**src/rtl/inc_mod.sv**
```systemverilog
// Parametrised modulo-N up/down counter with enable prescaler, parallel load,
// wrap/saturate boundary mode and a registered carry/borrow pulse for cascading.
module inc_mod #(
    parameter int unsigned      WIDTH    = 16,
    parameter longint unsigned  N        = 8,
    parameter int               DIV      = 1,
    parameter bit               SATURATE = 1'b0
) (
    input  logic             clock,
    input  logic             reset,
    input  logic             enable,
    input  logic             up,
    input  logic             load,
    input  logic [WIDTH-1:0] load_value,
    output logic [WIDTH-1:0] count,
    output logic             carry,
    output logic             at_zero
);

    localparam int unsigned W1 = WIDTH + 1;
    localparam int unsigned PW = (DIV > 1) ? $clog2(DIV) : 1;

    // Terminal count held one bit wider so N = 2^WIDTH needs no truncating compare.
    localparam logic [W1-1:0]    LAST_W1 = W1'(N - 64'd1);
    localparam logic [WIDTH-1:0] LAST    = LAST_W1[WIDTH-1:0];

    if (WIDTH < 1 || WIDTH > 32) begin : g_bad_width
        $error("inc_mod: WIDTH must be in 1..32");
    end
    if (N < 2 || N > (64'd1 << WIDTH)) begin : g_bad_modulus
        $error("inc_mod: N must be in 2..2^WIDTH");
    end
    if (DIV < 1) begin : g_bad_div
        $error("inc_mod: DIV must be at least 1");
    end

    logic             step_c;
    logic [WIDTH-1:0] count_nxt;
    logic             carry_nxt;

    // Prescaler: a step fires on every DIV-th enabled cycle; load and reset restart it.
    if (DIV > 1) begin : g_pre
        localparam logic [PW-1:0] PRE_LAST = PW'(DIV - 1);
        logic [PW-1:0] pre;

        always_ff @(posedge clock) begin
            if (reset || load) begin
                pre <= '0;
            end else if (enable) begin
                pre <= (pre == PRE_LAST) ? '0 : pre + PW'(1);
            end
        end

        assign step_c = enable && (pre == PRE_LAST);
    end else begin : g_no_pre
        assign step_c = enable;
    end

    // Next-state: load > step > hold; carry is only ever a one-edge pulse.
    always_comb begin
        count_nxt = count;
        carry_nxt = 1'b0;
        if (load) begin
            count_nxt = ({1'b0, load_value} > LAST_W1) ? LAST : load_value;
        end else if (step_c) begin
            if (up) begin
                if (count == LAST) begin
                    carry_nxt = 1'b1;
                    count_nxt = SATURATE ? LAST : '0;
                end else begin
                    count_nxt = count + WIDTH'(1);
                end
            end else begin
                if (count == '0) begin
                    carry_nxt = 1'b1;
                    count_nxt = SATURATE ? '0 : LAST;
                end else begin
                    count_nxt = count - WIDTH'(1);
                end
            end
        end
    end

    always_ff @(posedge clock) begin
        if (reset) begin
            count   <= '0;
            carry   <= 1'b0;
            at_zero <= 1'b1;
        end else begin
            count   <= count_nxt;
            carry   <= carry_nxt;
            at_zero <= (count_nxt == '0);
        end
    end

endmodule

```
**config.mk**
```make
export PLATFORM = sky130hd
export DESIGN_NAME = inc_mod
export DESIGN_NICKNAME = d
export VERILOG_FILES = /design/src/rtl/inc_mod.sv
export SDC_FILE = /design/constraint.sdc
export NUM_CORES = 1
export LEC_CHECK = 0
export ABC_AREA = 1
export CAP_MARGIN = 20
export CORE_UTILIZATION = 56
export CTS_CLUSTER_SIZE = 8
export DETAILED_ROUTE_END_ITERATION = 12
export GPL_TIMING_DRIVEN = 0
export PLACE_DENSITY = 0.86
export SLEW_MARGIN = 20
export SYNTH_ARGS = -nofsm -noshare
export SYNTH_HDL_FRONTEND = slang
export SYNTH_SLANG_ARGS = --single-unit
```
**constraint.sdc**
```tcl
create_clock -name clock -period 2.7 [get_ports clock]
set_clock_uncertainty 0.05 [all_clocks]
set_input_delay 0.405 -clock clock [delete_from_list [all_inputs] [get_ports clock]]
set_output_delay 0.405 -clock clock [all_outputs]
set_load 0.05 [all_outputs]
```
[Word-level counts from Yosys, hierarchy flattened]
Cells that the tools add are included.
Storage, ports and cells
  logic and storage cells: 20
  register bits: 18
Operators by class
  bitwise gates (word level): 1
  multiplexer cells: 9
  magnitude comparators: 1
  reductions and logical operators: 3
  add/sub/neg operators: 2
  equal/unequal tests: 1
Operators with widths (number)
  two-way mux 16 bit: 6
  zero test 16 bit: 2
  adder 16 x 1 -> 16 bit, second input constant: 1
  == test 16 x 3 -> 1 bit, second input constant: 1
  > comparator 16 x 3 -> 1 bit, second input constant: 1
  subtractor 16 x 1 -> 16 bit, second input constant: 1
  two-way mux 1 bit: 3
  OR reduction 3 bit: 1
  inverter 1 bit: 1

[Logic depth before layout (Yosys ltp)]
  depth after elaboration: 6
  depth in mapped cells: 14
  depth with buffers taken out: 14

[Worst setup path after synthesis]
No wires, ideal clock.
  kind: register to register
  start: reg count[0]
  end: reg at_zero
  cell stages (with the launch flop): 12
  path slack: 631 ps
  arrival: 1905 ps
  path buffers: 0
  cells stage by stage: dfxtp_1 inv_1 ha_1 or2_2 nand3_1 nand2_1 nand2_1 nand2_1 nand2_1 nor2_1 nand3_1 o21ai_2
Between the ends
  longest elaborated chain between the ends: 6
  elaborated cells between the ends (all ways): 10
RTL lines
  from (decl): RTL line 15  | output logic [WIDTH-1:0] count,
  from (signal assigned): RTL line 90  | count <= count_nxt;
  subtractor 16 x 1 -> 16 bit (tied with other cells): RTL line 78  | count_nxt = count - WIDTH'(1);
  two-way mux 16 bit, on equally long branches: RTL line 74, 67
  two-way mux 16 bit: RTL line 66  | if (up) begin
  two-way mux 16 bit (*): RTL line 65  | end else if (step_c) begin
  two-way mux 16 bit (*): RTL line 63  | if (load) begin
  zero test 16 bit (*): RTL line 92  | at_zero <= (count_nxt == '0);
  to (signal assigned): RTL line 92
  to (decl): RTL line 17  | output logic at_zero
Every way passes the cells marked *; elsewhere a longest branch is shown, timed or not.
A chain may end at the register's enable or synchronous reset.

[Final worst setup path]
  start: reg count[9]
  end: out count[9]
No word-level cell between the ends.

==> impl_metrics.py <==
metrics = {
    "run_status": {
        "status": "complete, no violations",
    },
    "drt": {
        "vias": 2307,
        "vias_per_cell": 5.38,
        "wl_per_cell_um": 12.5,
        "drc": 0,
        "antenna_left": 0,
        "drt_iter0_drc": 221,
        "drt-pass1-iter-count": 5,
        "drt_wl_total_um": 5350,
    },
    "critical_path": {
        "timing.rr.end": "at_zero$_SDFF_PP1_",
        "start_kind": "flip-flop",
        "worstRegToRegCells": 14,
        "worst_setup_path_end_kind": "primary output",
        "path_cells": "clkdlybuf4s50_1",
        "slowest_delay_ps": 870,
        "crit_buf_inv": 1,
        "crit_type": "reg -> out",
        "worst_ep_required_time_ps": 2250,
        "worst_path_dominant_cell_family": "buffers and inverters",
        "cp_data_arrival_time_ps": 1710,
        "r2r-start": "count[0]$_SDFF_PP0_",
        "rrSetupSlack_ps": 610,
        "cp_max_fo": 8,
        "slowest_stage": "clkdlybuf4s50_1",
    },
    "timing": {
        "min_period_ps": 2170,
        "fin_setup_tns_ps": 0,
        "setup_viol": 0,
        "max-slew-margin-rel_pct": 66.3,
        "maxSlewViolCount": 0,
        "rsz0062_at_grt": "no",
        "finalHoldViolCount": 0,
        "finalCritPeriodShare_pct": 80.3,
        "fmax_mhz": 461,
        "tightest_slew_ps": 505,
        "fin_hold_ws_ps": 284,
    },
    "clock_tree": {
        "holdBufCountCts": 0,
        "cts_buffer_depth": 2,
        "clock_sinks": 18,
        "post-cts-setup-buffer-count": 0,
        "clk_pin_slew_ps": 100,
        "cts_resized": 0,
        "clk_latency_ps": 290,
        "cts_max_level": 1,
        "cts_tree": "built",
        "cts_buffers": 3,
        "root_buffer": "clkbuf_4",
    },
    "power": {
        "totalPowerFinal_uw": 776,
        "p_leak_uw": 0.00112,
        "ir_worst_vdd_uv": 352,
        "p_per_area_nw_per_um2": 336,
    },
    "global_routing": {
        "grt_max_degree": 11,
        "grt-ovfl-total": 0,
        "grt_pass1_vias": 1906,
        "antenna_found_initial": 0,
        "grt_pass1_wl_um": 8570,
        "track_usage_pct": 31.7,
    },
    "synthesis": {
        "netlist_instances": 345,
        "syn-mean-instance-area_um2": 5.39,
        "synth-seq-area-share_pct": 19.4,
        "ys_seq_elements": 18,
        "synthArstFlopShare_pct": 0,
        "synth_edf_count": 0,
        "synth_area_um2": 1860,
        "synth.yosys.warnings": 0,
        "synth_nets": 369,
        "synthDistinctLibCells": 29,
        "dominantRegCellSynth": "dfxtp_1",
    },
    "final_layout": {
        "fin_cells": 429,
        "fin_area_um2": 2310,
        "diodes": 0,
        "syn2layout_area_growth_pct": 24.3,
        "drive_gt1_share_pct": 7.53,
        "fillers": 297,
        "final_nets": 410,
    },
    "floorplan": {
        "design.core.area_um2": 3100,
        "dieArea_um2": 3550,
        "die_x_um": 59.6,
        "pin_count": 39,
        "start_util_pct": 59.9,
        "die_h_um": 59.6,
        "rows": 20,
    },
    "flow_run": {
        "maxCapViolCount": 0,
    },
    "worst_hold_path": {
        "min_from": "reset",
        "hp-class": "in -> reg",
        "min_to": "count[2]$_SDFF_PP0_",
        "hold_depth": 2,
    },
    "placement": {
        "dpl_cell_area_um2": 2270,
        "globalplace.congestion": 0.952,
        "port_buffers": 36,
        "place.detailed.hpwl_um": 4110,
        "placed_cells": 425,
    },
}
==> how the worst max path moves through the flow <==
stage / start / end / slack, ps / cells past startpoint
2_1_floorplan: count[0]$_SDFF_PP0_ / at_zero$_SDFF_PP1_ / 630 / 11
3_3_place_gp: load / at_zero$_SDFF_PP1_ / 560 / 7
3_5_place_dp: load / at_zero$_SDFF_PP1_ / 540 / 7
4_1_cts: count[9]$_SDFF_PP0_ / count[9] / 540 / 1
5_1_grt: count[0]$_SDFF_PP0_ / at_zero$_SDFF_PP1_ / 340 / 14
6_report: count[9]$_SDFF_PP0_ / count[9] / 530 / 1
==> sequential cells by signal, summed over array words and instances (netlist names) <==
name,cells
count,16
carry,1
at_zero,1
==> through the flow <==
step	utilization [%]	worst slack (ps)
floorplan	-	631
global placement	73.3	563
detailed placement	73.3	537
CTS	74.5	541
global route	74.5	342
finish	74.5	531
==> routing by layer <==
metal  wire, um  part of all wire (%)  vias to the layer above  track usage [%]
met3        362                   6.8                        4             1.53
met2       2490                    47                      101             53.6
li1           -                     -                     1172                -
met1       2470                    46                     1030             44.8
met5          0                     0                        -                0
met4         27                  0.50                        0             5.65
==> cell usage after synthesis, types with 4 or more instances <==
| cell type | instances | area [um2] |
|---|---|---|
| nand2_1 | 130 | 488 |
| nor2_1 | 62 | 233 |
| nand3_1 | 45 | 225 |
| inv_1 | 27 | 101 |
| dfxtp_1 | 18 | 360 |
| a21oi_1 | 13 | 65.1 |
| nand4_1 | 6 | 37.5 |
| nand2_2 | 4 | 25.0 |
| nor2_4 | 4 | 45.0 |
| o21ai_0 | 4 | 20.0 |
==> cell families (layout without fill, tap and decap cells) <==
family / after synthesis / count (layout) / share of synthesized area, %
fa+ha+maj: 3 / 3 / 2.02
buf+inv: 41 / 81 / 11.8
compound gates: 20 / 20 / 5.79
flops: 18 / 18 / 19.4
simple gates: 263 / 263 / 61.0
==> area by class of cell <==
class	count	area [um2]	area share (%)
inverters	29	109	4.71
multi-input cells	286	1280	55.4
well taps	44	55.1	2.38
flip-flops and latches	18	360	15.6
plain buffers	12	110	4.76
clock buffers	4	36.3	1.57
repair buffers	36	360	15.6
==> report_power, final <==
part	switching [uW]	internal, uW	total (uW)
clock	82.7	82.3	165
sequential	17.5	276	294
combinational	198	120	318
==> layout by cell type, fill, tap and decap left out <==
master,synthesis,final
a21oi_1,13,13
a31oi_1,1,1
and3_1,1,1
buf_2,3,3
buf_4,1,1
buf_6,3,3
clkbuf_1,1,1
clkbuf_4,0,3
clkbuf_8,3,4
clkdlybuf4s50_1,0,36
clkinv_1,1,1
dfxtp_1,18,18
dlygate4sd1_1,1,1
ha_1,3,3
inv_1,27,27
inv_2,1,1
nand2_1,130,130
nand2_2,4,4
nand3_1,45,45
nand3_2,2,2
nand3b_1,2,2
nand4_1,6,6
nor2_1,62,62
nor2_2,1,1
nor2_4,4,4
nor3_1,3,3
nor4_1,1,1
o21ai_0,4,4
o21ai_2,1,1
o21bai_1,1,1
or2_2,2,2
Power figures use the tool's default switching activity.
==> variant 1 (config.mk and constraints unchanged) <==
The parameter `SATURATE` goes from 1'b0 to 1'b1.
--- a/src/rtl/inc_mod.sv
+++ b/src/rtl/inc_mod.sv
@@ -4,7 +4,7 @@
     parameter int unsigned      WIDTH    = 16,
     parameter longint unsigned  N        = 8,
     parameter int               DIV      = 1,
-    parameter bit               SATURATE = 1'b0
+    parameter bit               SATURATE = 1'b1
 ) (
     input  logic             clock,
     input  logic             reset,
Formal check against the unedited RTL: not equivalent (a bounded check fails within 4 cycles, from zero or initial values and one cycle with reset high).
==> variant 1 against the unedited design <==
Routed wire length is 0.47% higher; critical path type unchanged; non-clock buffer count grew 1; design area increased by 1.8%; die area rose by 2.2%; setup slack worse by 6.9 ps; power up 1.7%; area after synthesis up 2.3%; sequential cell count stayed put; critical endpoint is now count[8]; highest routed layer unchanged.
==> variant 1: results (changes against the unedited design) <==
routabilityCongestion: 0.911  # -4.3%
slowest_stage: "clkdlybuf4s50_1"
clk_latency_ps: 300
synth_edf_count: 0  # unchanged
grt_max_degree: 11  # unchanged
hp-class: "primary input to register"
postCtsSetupBuffers: 0  # unchanged
seq_area_frac_synth: 0.189  # -0.00434
outcome: "complete, no violations"
final_nets: 398  # -2.9%
diodes: 0  # unchanged
leakage_nw: 1.06  # -5.2%
relSlewSlack: 0.618  # -0.0442
cp_max_fo: 8  # unchanged
wl_per_cell_um: 12.9  # +3.1%
cts_root_buf: "clkbuf_4"
max-vdd-ir-drop_v: 0.000342  # -2.7%
fillers: 280  # -5.7%
io_buffers: 36  # unchanged
cts_max_level: 1  # unchanged
synthXorXnorAreaFrac: 0.00921  # +0.00921
synth-compound-area-share: 0.0849  # +0.0270
drtIter0Drc: 237  # +7.2%
place_hpwl_um: 4300  # +4.7%
drive_gt1_frac: 0.134  # +0.0584
grt_pass1_vias: 1937  # +1.6%
synth_fp_nets: 357  # -3.3%
synth.area.mux_share: 0  # unchanged
viasPerCell: 5.31  # -1.2%
yosysUniqueCellTypes: 32  # +10%
synthTopCellsByArea: "nand2_1, dfxtp_1, nand3_1"
grt_pass1_wl_um: 8540  # -0.40%
synth_fa_ha_area_frac: 0.0132  # -0.00703
grt_use_total: 0.316  # -0.000978
synthTopCellsByCount: "nand2_1, nor2_1, nand3_1, inv_1, dfxtp_1"
[variant 1: cell count changes after synthesis, sizes merged, moves of 2 or more]
cell,unedited run,this run
a21oi,13,18
o21ai,5,10
xor2,0,2
nand3,47,40
nand2,134,123
or2,2,5
buf,7,9
nor2,67,63
[variant 1: cells by family (layout without fill, tap and decap cells)]
family | Yosys count | count (layout)
XOR/XNOR | 2 | 2
adder cells (fa/ha/maj) | 2 | 2
buffers and inverters | 40 | 80
AO/OA/AOI/OAI | 30 | 30
flip-flops | 18 | 18
AND/OR/NAND/NOR | 242 | 242
[variant 1: final cells by class]
class | instances | share of cell area
multi-input combinational | 276 | 0.577
sequential | 18 | 0.153
timing repair buffer | 36 | 0.153
inverter | 27 | 0.0431
buffer | 13 | 0.0351
tap | 44 | 0.0234
clock buffer | 4 | 0.0154
[variant 1: routing by layer]
| layer | vias up | GRT usage | share of wire |
|---|---|---|---|
| li1 | 1140 | - | - |
| met1 | 966 | 0.418 | 0.45 |
| met2 | 103 | 0.507 | 0.45 |
| met3 | 11 | 0.0433 | 0.077 |
| met4 | 0 | 0.133 | 0.019 |
| met5 | - | 0 | 0 |
[variant 1: final timing paths]
kind	startpoint	to	slack, ps	depth (start not counted)
setup / recovery	count[8]	count[8]	520	1
hold / removal	reset	count[2]	380	2
setup reg to reg	count[0]	at_zero	610	12
hold reg to reg	count[15]	count[15]	640	4
[variant 1: stage by stage]
stage                     utilization  instance area [µm²]  cells  worst slack [ps]  hold WS (ps)
after global placement          0.741                 2320    414               295           611
after floorplan                     -                 1900    334               574           544
after detailed placement        0.741                 2320    414               299           614
after global routing            0.752                 2350    418               407           384
after CTS                       0.752                 2350    418               516           355
final                           0.752                 2350    418               524           376
[variant 1: power by group]
part	total (mW)	switching, mW	leakage [nW]	internal [mW]
Combinational	0.331	0.207	0.891	0.124
Clock	0.168	0.0854	0.0210	0.0823
Sequential	0.291	0.0145	0.147	0.276
==> variant 2 (same flow settings) <==
Without the edit above. Put one more register stage on the output `count`, with the module's reset. The value now appears one clock later. The other outputs are not delayed to match.
--- a/src/rtl/inc_mod.sv
+++ b/src/rtl/inc_mod.sv
@@ -23,6 +23,8 @@
     // Terminal count held one bit wider so N = 2^WIDTH needs no truncating compare.
     localparam logic [W1-1:0]    LAST_W1 = W1'(N - 64'd1);
     localparam logic [WIDTH-1:0] LAST    = LAST_W1[WIDTH-1:0];
+
+    logic [WIDTH-1:0] count_s0;
 
     if (WIDTH < 1 || WIDTH > 32) begin : g_bad_width
         $error("inc_mod: WIDTH must be in 1..32");
@@ -58,24 +60,24 @@
 
     // Next-state: load > step > hold; carry is only ever a one-edge pulse.
     always_comb begin
-        count_nxt = count;
+        count_nxt = count_s0;
         carry_nxt = 1'b0;
         if (load) begin
             count_nxt = ({1'b0, load_value} > LAST_W1) ? LAST : load_value;
         end else if (step_c) begin
             if (up) begin
-                if (count == LAST) begin
+                if (count_s0 == LAST) begin
                     carry_nxt = 1'b1;
                     count_nxt = SATURATE ? LAST : '0;
                 end else begin
-                    count_nxt = count + WIDTH'(1);
+                    count_nxt = count_s0 + WIDTH'(1);
                 end
             end else begin
-                if (count == '0) begin
+                if (count_s0 == '0) begin
                     carry_nxt = 1'b1;
                     count_nxt = SATURATE ? '0 : LAST;
                 end else begin
-                    count_nxt = count - WIDTH'(1);
+                    count_nxt = count_s0 - WIDTH'(1);
                 end
             end
         end
@@ -83,15 +85,23 @@
 
     always_ff @(posedge clock) begin
         if (reset) begin
-            count   <= '0;
+            count_s0 <= '0;
             carry   <= 1'b0;
             at_zero <= 1'b1;
         end else begin
-            count   <= count_nxt;
+            count_s0 <= count_nxt;
             carry   <= carry_nxt;
             at_zero <= (count_nxt == '0);
         end
     end
 
+    always_ff @(posedge clock) begin
+        if (reset) begin
+            count <= '0;
+        end else begin
+            count <= count_s0;
+        end
+    end
+
 endmodule
 
Function: changed (a bounded check fails within 4 cycles, from zero or initial values and one cycle with reset high).
==> variant 2 against the unedited design <==
Via count up 6.3%; hold slack better by 140 ps; power rose by 58%; critical path depth up 11; design area rose by 17%; sequential power up 83%; combinational power shrank 4%; routed wire length up 8.3%; area after synthesis grew 18%; maximum frequency rose by 3.8%; global-route usage decreased by 1.1 points; sequential cell count increased by 16; utilization down 1.9 points; setup slack improved by 80 ps; critical endpoint is now at_zero; largest cell class unchanged.
==> variant 2: results (changes against the unedited design) <==
setup.worst_path.end_class: "register"
cts_inserted_buffers: 5  # +2
reg2reg_from: "count_s0[0]"
grt_pass1_wl_um: 9870  # +15%
grt_max_degree: 13  # +2
grt_use_met3: 0.0704  # +0.0551
slowest_delay_ps: 420  # -450 ps
cp.arrival_ps: 2240  # +530 ps
switching_share: 0.336  # -0.0477
grt_use_total: 0.305  # -0.0111
clk_pin_slew_worst_paths_ps: 80  # -20 ps
wl_per_cell_um: 12.9  # +3.7%
critPathTopFamily: "simple AND/OR/NAND/NOR gates"
leakage_nw: 1.22  # +8.9%
placed_area_um2: 2610  # +15%
pwr-share-clk: 0.311  # +0.099
yosysUniqueCellTypes: 31  # +6.9%
outcome: "complete, no violations"
wl_met2_um: 2600  # +4.3%
io_buffers: 35  # -2.8%
hold_depth: 3  # +1
drive_gt1_frac: 0.100  # +0.0247
drtIter0Drc: 203  # -8.1%
synthTopCellsByArea: "dfxtp_1, nand2_1, nand3_1"
grt_util_met2: 0.491  # -0.0453
grt_pass1_vias: 2262  # +19%
first_pass_iters: 6  # +1
seq_area_frac_synth: 0.310  # +0.116
routabilityCongestion: 0.895  # -6.0%
route.met3.wl_um: 569  # +57%
place_hpwl_um: 4420  # +7.5%
synth_fp_nets: 381  # +3.3%
seqPwrFrac: 0.439  # +0.060
## variant 2: changes by cell type after synthesis, moves of 2 or more
cell	unedited run	this run
nor2_2	1	5
a21oi_1	13	17
clkbuf_8	3	0
o21ai_0	4	8
clkbuf_1	1	6
nand2_1	130	90
nand3_1	45	54
a21oi_2	0	2
dfxtp_1	18	34
inv_1	27	31
xor2_1	0	2
nand3b_1	2	0
inv_2	1	4
## variant 2: cell type report
cell class	count	area (µm²)	area share
Timing Repair Buffer	35	350	0.130
Clock buffer	5	68.8	0.0255
Multi-Input combinational cell	274	1300	0.481
Buffer	14	86.3	0.0320
Inverter	35	131	0.0487
Clock inverter	3	21.3	0.00788
Sequential cell	34	681	0.252
Tap cell	48	60.1	0.0223
## variant 2: cells by family after synthesis
family	Yosys count	synth area share
simple gates	238	0.487
buf+inv	49	0.0991
flops	34	0.310
compound gates	30	0.0746
xor+xnor	3	0.0120
fa+ha+maj	3	0.0171
